File: config.mk
export PLATFORM = sky130hd
export DESIGN_NAME = ddr_bank_timer
export DESIGN_NICKNAME = d
export VERILOG_FILES = /design/src/rtl/ddr_pkg.sv /design/src/rtl/ddr_bank_fsm.sv /design/src/rtl/ddr_bank_timer.sv
export SDC_FILE = /design/constraint.sdc
export NUM_CORES = 2
export LEC_CHECK = 0
export ABC_CLOCK_PERIOD_IN_PS = 7100
export CORE_MARGIN = 5
export CORE_UTILIZATION = 50
export DETAILED_ROUTE_END_ITERATION = 8
export GPL_ROUTABILITY_DRIVEN = 0
export HOLD_SLACK_MARGIN = 0.15
export PLACE_DENSITY = 0.66
export SYNTH_ARGS = -nofsm -noshare
export SYNTH_HDL_FRONTEND = slang
export SYNTH_HIERARCHICAL = 1
export SYNTH_SLANG_ARGS = --single-unit
export TNS_END_PERCENT = 30
File: constraint.sdc
create_clock -name clk -period 7.1 [get_ports clk]
set_input_delay 0.71 -clock clk [delete_from_list [all_inputs] [get_ports clk]]
set_output_delay 0.71 -clock clk [all_outputs]
set_load 0.02 [all_outputs]
File: src/rtl/ddr_pkg.sv
// rtl/ddr_pkg.sv - DDR4 command/bank-state types and default timing values
//
// Shared by ddr_bank_fsm and ddr_bank_timer.
//   ddr_cmd_e    : 3-bit command encoding driven on cmd_type
//   bank_state_e : per-bank lifecycle IDLE -> OPENING -> ACTIVE -> CLOSING
//   DEF_*        : default timing parameters, in clocks
//   load_val     : counter load value for a constraint T (T-1, floored at 0)
package ddr_pkg;

    typedef enum logic [2:0] {
        NOP  = 3'd0,
        ACT  = 3'd1,
        RD   = 3'd2,
        WR   = 3'd3,
        PRE  = 3'd4,
        PREA = 3'd5,
        REF  = 3'd6
    } ddr_cmd_e;

    typedef enum logic [1:0] {
        IDLE,
        OPENING,
        ACTIVE,
        CLOSING
    } bank_state_e;

    localparam int DEF_NUM_BANKS    = 16;
    localparam int DEF_BANKS_PER_BG = 4;
    localparam int DEF_CNT_W        = 8;
    localparam int DEF_REF_W        = 16;
    localparam int DEF_T_RCD        = 14;
    localparam int DEF_T_RP         = 14;
    localparam int DEF_T_RAS        = 32;
    localparam int DEF_T_CCD_S      = 4;
    localparam int DEF_T_CCD_L      = 6;
    localparam int DEF_T_REFI       = 6240;
    localparam int DEF_T_RFC        = 280;
    localparam int DEF_REF_ALMOST   = 64;

    // A constraint of T clocks is tracked by loading T-1 and counting to 0,
    // so the dependent ready rises exactly T cycles after the command.
    function automatic int load_val(input int t);
        return (t > 0) ? t - 1 : 0;
    endfunction

endpackage

File: src/rtl/ddr_bank_fsm.sv
// rtl/ddr_bank_fsm.sv - single-bank state machine with tRCD/tRP/tRAS/RD-WR-to-PRE counters
//
// Ports:
//   clk, rst                 clock, asynchronous active-high reset
//   busy                     refresh (tRFC) in progress, blocks ACT and CAS
//   ccd_ok                   tCCD satisfied for this bank's group
//   act_go/rd_go/wr_go       accepted ACT/RD/WR targeting this bank
//   pre_go                   accepted PRE to this bank or PREA
//   cfg_rd_pre, cfg_wr_pre   RD->PRE / WR->PRE distances, sampled on accept
//   act_rdy/cas_rdy/pre_rdy  per-bank command legality
//   bank_open, bank_idle     state == ACTIVE / state == IDLE
module ddr_bank_fsm
    import ddr_pkg::*;
#(
    parameter int CNT_W = DEF_CNT_W,
    parameter int T_RCD = DEF_T_RCD,
    parameter int T_RP  = DEF_T_RP,
    parameter int T_RAS = DEF_T_RAS
) (
    input  logic             clk,
    input  logic             rst,
    input  logic             busy,
    input  logic             ccd_ok,
    input  logic             act_go,
    input  logic             rd_go,
    input  logic             wr_go,
    input  logic             pre_go,
    input  logic [CNT_W-1:0] cfg_rd_pre,
    input  logic [CNT_W-1:0] cfg_wr_pre,
    output logic             act_rdy,
    output logic             cas_rdy,
    output logic             pre_rdy,
    output logic             bank_open,
    output logic             bank_idle
);

    localparam logic [CNT_W-1:0] RCD_LD = CNT_W'(load_val(T_RCD));
    localparam logic [CNT_W-1:0] RP_LD  = CNT_W'(load_val(T_RP));
    localparam logic [CNT_W-1:0] RAS_LD = CNT_W'(load_val(T_RAS));

    bank_state_e      state, state_next;
    logic [CNT_W-1:0] rcd, rp, ras, r2p;

    function automatic logic [CNT_W-1:0] dec(input logic [CNT_W-1:0] v);
        return (v == '0) ? v : v - 1'b1;
    endfunction

    function automatic logic [CNT_W-1:0] max2(input logic [CNT_W-1:0] a, input logic [CNT_W-1:0] b);
        return (a > b) ? a : b;
    endfunction

    // OPENING/CLOSING leave on the edge where their counter reaches 0, so the
    // state and the counter expire together; a zero load skips the state.
    always_comb begin
        state_next = state;
        case (state)
            IDLE:    if (act_go) state_next = (RCD_LD == '0) ? ACTIVE : OPENING;
            OPENING: if (rcd <= CNT_W'(1)) state_next = ACTIVE;
            ACTIVE:  if (pre_go) state_next = (RP_LD == '0) ? IDLE : CLOSING;
            CLOSING: if (rp <= CNT_W'(1)) state_next = IDLE;
            default: state_next = IDLE;
        endcase
    end

    always_ff @(posedge clk or posedge rst) begin
        if (rst) begin
            state <= IDLE;
            rcd   <= '0;
            rp    <= '0;
            ras   <= '0;
            r2p   <= '0;
        end else begin
            state <= state_next;
            rcd   <= (state == IDLE && act_go) ? RCD_LD : dec(rcd);
            ras   <= (state == IDLE && act_go) ? RAS_LD : dec(ras);
            rp    <= (state == ACTIVE && pre_go) ? RP_LD : dec(rp);
            // Keep the later of the pending and the new PRE deadline.
            if (state == ACTIVE && rd_go)
                r2p <= max2(dec(r2p), dec(cfg_rd_pre));
            else if (state == ACTIVE && wr_go)
                r2p <= max2(dec(r2p), dec(cfg_wr_pre));
            else
                r2p <= dec(r2p);
        end
    end

    assign bank_idle = (state == IDLE);
    assign bank_open = (state == ACTIVE);
    assign act_rdy   = bank_idle && !busy;
    assign cas_rdy   = bank_open && ccd_ok && !busy;
    assign pre_rdy   = bank_open && (ras == '0) && (r2p == '0);

endmodule

File: src/rtl/ddr_bank_timer.sv
// rtl/ddr_bank_timer.sv - per-bank DDR4 timing tracker and command-legality checker
//
// Ports:
//   clk, reset                    clock, asynchronous active-high reset
//   cmd_valid, cmd_type, cmd_bank issued command (bank ignored for PREA/REF)
//   cfg_rd_pre, cfg_wr_pre        RD->PRE / WR->PRE distances
//   act_rdy, cas_rdy, pre_rdy     per-bank legality vectors
//   bank_open                     per-bank ACTIVE indication
//   prea_rdy, refresh_rdy         global legality
//   refresh_almost, refresh_req   refresh interval status
//   refresh_done, busy            end-of-tRFC pulse, tRFC in progress
//   illegal_cmd                   pulse: previous command issued while not ready
module ddr_bank_timer
    import ddr_pkg::*;
#(
    parameter int NUM_BANKS    = DEF_NUM_BANKS,
    parameter int BANKS_PER_BG = DEF_BANKS_PER_BG,
    parameter int CNT_W        = DEF_CNT_W,
    parameter int REF_W        = DEF_REF_W,
    parameter int T_RCD        = DEF_T_RCD,
    parameter int T_RP         = DEF_T_RP,
    parameter int T_RAS        = DEF_T_RAS,
    parameter int T_CCD_S      = DEF_T_CCD_S,
    parameter int T_CCD_L      = DEF_T_CCD_L,
    parameter int T_REFI       = DEF_T_REFI,
    parameter int T_RFC        = DEF_T_RFC,
    parameter int REF_ALMOST   = DEF_REF_ALMOST
) (
    input  logic                         clk,
    input  logic                         reset,
    input  logic                         cmd_valid,
    input  logic [2:0]                   cmd_type,
    input  logic [$clog2(NUM_BANKS)-1:0] cmd_bank,
    input  logic [CNT_W-1:0]             cfg_rd_pre,
    input  logic [CNT_W-1:0]             cfg_wr_pre,
    output logic [NUM_BANKS-1:0]         act_rdy,
    output logic [NUM_BANKS-1:0]         cas_rdy,
    output logic [NUM_BANKS-1:0]         pre_rdy,
    output logic [NUM_BANKS-1:0]         bank_open,
    output logic                         prea_rdy,
    output logic                         refresh_rdy,
    output logic                         refresh_almost,
    output logic                         refresh_req,
    output logic                         refresh_done,
    output logic                         busy,
    output logic                         illegal_cmd
);

    localparam int               BANK_W   = $clog2(NUM_BANKS);
    localparam int               BG_SHIFT = $clog2(BANKS_PER_BG);
    localparam logic [CNT_W-1:0] CCD_LD   = CNT_W'(load_val(T_CCD_L));
    localparam logic [REF_W-1:0] RFC_LD   = REF_W'(load_val(T_RFC));
    localparam logic [REF_W-1:0] REFI_LD  = REF_W'(T_REFI);

    ddr_cmd_e              cmd;
    logic                  legal, accept, cas_accept, ref_accept, ccd_s_ok;
    logic [NUM_BANKS-1:0]  bank_idle, ccd_ok, act_go, rd_go, wr_go, pre_go;
    logic [CNT_W-1:0]      ccd_cnt;
    logic [BANK_W-1:0]     last_grp, cmd_grp;
    logic [REF_W-1:0]      ref_cnt, ref_next, rfc_cnt;

    assign cmd     = ddr_cmd_e'(cmd_type);
    assign cmd_grp = cmd_bank >> BG_SHIFT;

    always_comb begin
        legal = 1'b1;
        case (cmd)
            ACT:     legal = act_rdy[cmd_bank];
            RD, WR:  legal = cas_rdy[cmd_bank];
            PRE:     legal = pre_rdy[cmd_bank];
            PREA:    legal = prea_rdy;
            REF:     legal = refresh_rdy;
            default: legal = 1'b1;
        endcase
    end

    assign accept     = cmd_valid && legal;
    assign cas_accept = accept && (cmd == RD || cmd == WR);
    assign ref_accept = accept && (cmd == REF);

    // The counter always times T_CCD_L; other groups only need T_CCD_S of it
    // to have elapsed, i.e. elapsed = T_CCD_L - ccd_cnt >= T_CCD_S.
    assign ccd_s_ok = (int'(ccd_cnt) + T_CCD_S) <= T_CCD_L;

    for (genvar b = 0; b < NUM_BANKS; b++) begin : g_bank
        logic hit;
        assign hit       = (cmd_bank == BANK_W'(b));
        assign ccd_ok[b] = (BANK_W'(b >> BG_SHIFT) == last_grp) ? (ccd_cnt == '0) : ccd_s_ok;
        assign act_go[b] = accept && (cmd == ACT) && hit;
        assign rd_go[b]  = accept && (cmd == RD) && hit;
        assign wr_go[b]  = accept && (cmd == WR) && hit;
        assign pre_go[b] = accept && (((cmd == PRE) && hit) || (cmd == PREA));

        ddr_bank_fsm #(
            .CNT_W (CNT_W),
            .T_RCD (T_RCD),
            .T_RP  (T_RP),
            .T_RAS (T_RAS)
        ) u_bank (
            .clk        (clk),
            .rst        (reset),
            .busy       (busy),
            .ccd_ok     (ccd_ok[b]),
            .act_go     (act_go[b]),
            .rd_go      (rd_go[b]),
            .wr_go      (wr_go[b]),
            .pre_go     (pre_go[b]),
            .cfg_rd_pre (cfg_rd_pre),
            .cfg_wr_pre (cfg_wr_pre),
            .act_rdy    (act_rdy[b]),
            .cas_rdy    (cas_rdy[b]),
            .pre_rdy    (pre_rdy[b]),
            .bank_open  (bank_open[b]),
            .bank_idle  (bank_idle[b])
        );
    end

    always_comb begin
        if (ref_accept)
            ref_next = REFI_LD;
        else if (ref_cnt == '0)
            ref_next = ref_cnt;
        else
            ref_next = ref_cnt - 1'b1;
    end

    always_ff @(posedge clk or posedge reset) begin
        if (reset) begin
            ccd_cnt      <= '0;
            last_grp     <= '0;
            ref_cnt      <= REFI_LD;
            refresh_req  <= 1'b0;
            rfc_cnt      <= '0;
            refresh_done <= 1'b0;
            illegal_cmd  <= 1'b0;
        end else begin
            if (cas_accept) begin
                ccd_cnt  <= CCD_LD;
                last_grp <= cmd_grp;
            end else if (ccd_cnt != '0) begin
                ccd_cnt  <= ccd_cnt - 1'b1;
            end
            ref_cnt     <= ref_next;
            refresh_req <= !ref_accept && (refresh_req || ref_next == '0);
            if (ref_accept)
                rfc_cnt <= RFC_LD;
            else if (rfc_cnt != '0)
                rfc_cnt <= rfc_cnt - 1'b1;
            // Pulse in the first cycle busy is low again after a REF.
            refresh_done <= ref_accept ? (RFC_LD == '0) : (rfc_cnt == REF_W'(1));
            illegal_cmd  <= cmd_valid && !legal;
        end
    end

    assign busy           = (rfc_cnt != '0);
    assign refresh_almost = (ref_cnt <= REF_W'(REF_ALMOST));
    assign prea_rdy       = &(bank_idle | pre_rdy);
    assign refresh_rdy    = (&bank_idle) && !busy;

endmodule

==> metrics.yaml <==
syn_inst: 5554
whs_ns: 0.395
synth_edf_count: 0
die_h_um: 325
skew_ns: 0.0331
cts_buffer_depth: 3
seq_area_frac_synth_pct: 29.6
drt_wl_total_um: 136000
max_stage_delay_ns: 0.64
fmax_ghz: 0.171
p_per_area_mw_per_mm2: 309
r2r_end: "g_bank[2].u_bank/r2p[1]$_DFF_PP0_"
dp_cells: 6923
nets: 6228
vias: 41638
drtIter0Drc: 2931
r2r-start: "rfc_cnt[11]$_DFFE_PP0P_"
core_mm2: 0.0986
ff2ff_setup_slack_ns: 1.27
io-pin-count: 97
crit_chain: "or4_1, nor3_1, nand4_1, buf_4, nor3b_1, mux2i_1, nand3_1, a41o_1, o211a_4, o2111ai_4, nor2_1, nand3b_1, a2111oi_2, o21bai_4, nand3_4, a221o_1"
slew_violations: 0
ys_ff_latch: 589
drc: 0
die_area_mm2: 0.106
intPower_mw: 10.1
track_usage_pct: 25.3
synth_top_area_share_pct: 29.4
grt_antenna_before_repair: 3
n_antenna_cell: 0
switching_share_pct: 40.5
synth_warnings: 6
totalPowerFinal_mw: 16.9
final_cells: 7049
clockPowerShare_pct: 22.5
path_depth: 16
grt_pass1_wl_um: 220000
drive_above_1_share_pct: 12.0
ys.flop_type: "dfrtp_1"
area_delta_synth_final_pct: 10.0
endpoint_kind: "flop"
p_seq_share_pct: 36.6
period_share_pct: 82.2
setup_viol: 0
slowest_stage: "nand4_1"
period_needed_ns: 5.83
max_slew_margin_pct: 21.4
avgSynthCellArea_um2: 8.96
reg2regPathDepth: 16
start_util_pct: 50.5
yosysMostFrequentCell: "dfrtp_1"
cts_resized: 0
maxCapViolCount: 0
cts_tree: "done"
clkTransAtPathRegs_ns: 0.06
synth_area_leader_cell: "dfrtp_1"
cts_root_buf: "clkbuf_16"
arrival_ns: 6.36
ctsHoldBuffers: 0
rsz0062_at_grt: "false"
syn-num-nets: 6071
synth.area.top_cells: "dfrtp_1 29%, ha_1 12%, xnor2_1 5.3%"
p_leak_nw: 22.9
numPortBuffers: 96
wl_per_cell_um: 19.4
hold_viol: 0
insertion_delay_ns: 0.64
cts_sinks: 589
crit_family: "simple AND/OR/NAND/NOR gates"
fp.dieW_um: 325
crit_fanout: 25
tightest_slew_ns: 1.18
cts-htree-levels: 3
rows: 115
dp_slack_ns: 1.39
drt_first_pass_iters: 6
async_flop_share_pct: 100
antenna_left: 0
grt_overflow_total: 0
critPathKind: "reg -> reg"
final.setup.worst_slack_ns: 1.27
dpl.hpwl_um: 102000
p_comb_share_pct: 40.9
cp_data_required_time_ns: 7.62
grt_pass1_vias: 40535
cts_setup_buffers: 0
nFillCells: 8828
synth.distinct_cells: 96
fin_tns_setup_ns: 0
status: "finished, final reports clean"
peakVddDrop_v: 0.000249
synthTopCellsByCount: "585 x dfrtp_1, 535 x inv_1, 528 x nor2_1"
start_kind: "flop"
grt_max_degree: 65
critPathBufInv: 1
switchingPower_mw: 6.85
netlist_area_mm2: 0.0498
viasPerCell: 5.91
cts_buffers: 73
min_path_type: "in -> async"
cell families (layout without fill, tap and decap cells):
kind of cell,count (synthesis),after routing,synth area share [%]
muxes,99,99,2.32
xor gates and xnor gates,399,399,7.02
adders and majority gates,491,491,12.3
buffers and inverters,591,799,4.57
and+or+nand+nor,2355,2355,26.6
DFF,589,589,29.6
AOI/OAI and AO/OA,1030,1030,17.5
sequential cells by signal, summed over array words and instances (netlist names):
register / count
refresh_done: 1
g_bank.u_bank/rcd: 128
g_bank.u_bank/state: 32
ccd_cnt: 8
rfc_cnt: 16
ref_cnt: 16
g_bank.u_bank/ras: 128
g_bank.u_bank/r2p: 128
g_bank.u_bank/rp: 128
illegal_cmd: 1
refresh_req: 1
last_grp: 2
worst max-delay path by stage:
| stage | end | startpoint |
|---|---|---|
| after floorplan | g_bank[12].u_bank/r2p[4]$_DFF_PP0_ | rfc_cnt[10]$_DFFE_PP0P_ |
| after global placement | g_bank[13].u_bank/r2p[2]$_DFF_PP0_ | rfc_cnt[10]$_DFFE_PP0P_ |
| after detailed placement | g_bank[14].u_bank/r2p[6]$_DFF_PP0_ | rfc_cnt[10]$_DFFE_PP0P_ |
| after CTS | g_bank[0].u_bank/r2p[4]$_DFF_PP0_ | rfc_cnt[11]$_DFFE_PP0P_ |
| after global routing | g_bank[0].u_bank/r2p[1]$_DFF_PP0_ | rfc_cnt[11]$_DFFE_PP0P_ |
| final | g_bank[2].u_bank/r2p[1]$_DFF_PP0_ | rfc_cnt[11]$_DFFE_PP0P_ |
per-layer routing:
| metal | vias up | share of wire (%) | GRT usage [%] |
|---|---|---|---|
| met2 | 1075 | 45 | 40.2 |
| li1 | 20285 | - | - |
| met3 | 268 | 6.3 | 4.66 |
| met1 | 20006 | 45 | 34.5 |
| met4 | 4 | 4.0 | 9.28 |
| met5 | - | 0.018 | 0 |
layout make-up:
class	count	area (um^2)	share of cell area [%]
inverter	537	2020	3.69
clock buffer	101	2130	3.90
multi-input combinational	4374	32700	59.8
clock inverter	25	297	0.542
timing repair buffer	136	1190	2.18
tap	1287	1610	2.94
sequential	589	14700	26.9
cells in the final DEF (no fill, tap or decap), types with 17 or more instances in the layout:
cell,synthesis,layout
inv_1,535,534
nor4_4,45,45
buf_4,1,48
a31oi_1,32,32
o22ai_1,24,24
a221o_1,38,38
o21a_1,17,17
a21oi_1,280,280
nand3b_1,51,51
o21ai_0,118,118
mux2i_1,63,63
nand3_1,189,189
xor2_1,96,96
dfrtp_1,585,585
a21o_1,33,33
o211ai_1,50,50
o221ai_2,90,90
or2_2,91,91
xnor2_1,303,303
nand2b_1,145,145
nand4_1,69,69
or4_1,42,42
and2_1,52,52
nor2b_1,29,29
nand2_1,480,480
nor2_1,528,528
and3_1,19,19
o31ai_1,63,63
or3_1,99,99
nor4_1,152,152
nor3_1,190,190
clkbuf_16,0,75
clkdlybuf4s50_1,0,78
ha_1,491,491
nor3b_1,35,35
a211oi_1,62,62
mux2_2,22,22
stage by stage:
step,area (um^2),util (%)
global route,54700,55.5
finish,54700,55.5
global placement,52300,53.1
CTS,54700,55.5
floorplan,49800,-
detailed placement,52300,53.1
worst min-delay path, stage by stage:
cell	delay, ns
buf_2	0.09
buf_4	0.27
inv_1	0.35
power by group through the flow:
| stage | Sequential (mW) | Combinational [mW] | Clock, mW |
|---|---|---|---|
| final | 6.20 | 6.92 | 3.80 |
| after global routing | 6.44 | 7.84 | 4.04 |
| after CTS | 6.18 | 6.92 | 3.91 |
| after detailed placement | 6.20 | 6.88 | 0 |
| after global placement | 6.18 | 6.66 | 0 |
| after floorplan | 5.90 | 5.31 | 0 |
Note: power is estimated with default switching activity, not from simulation.
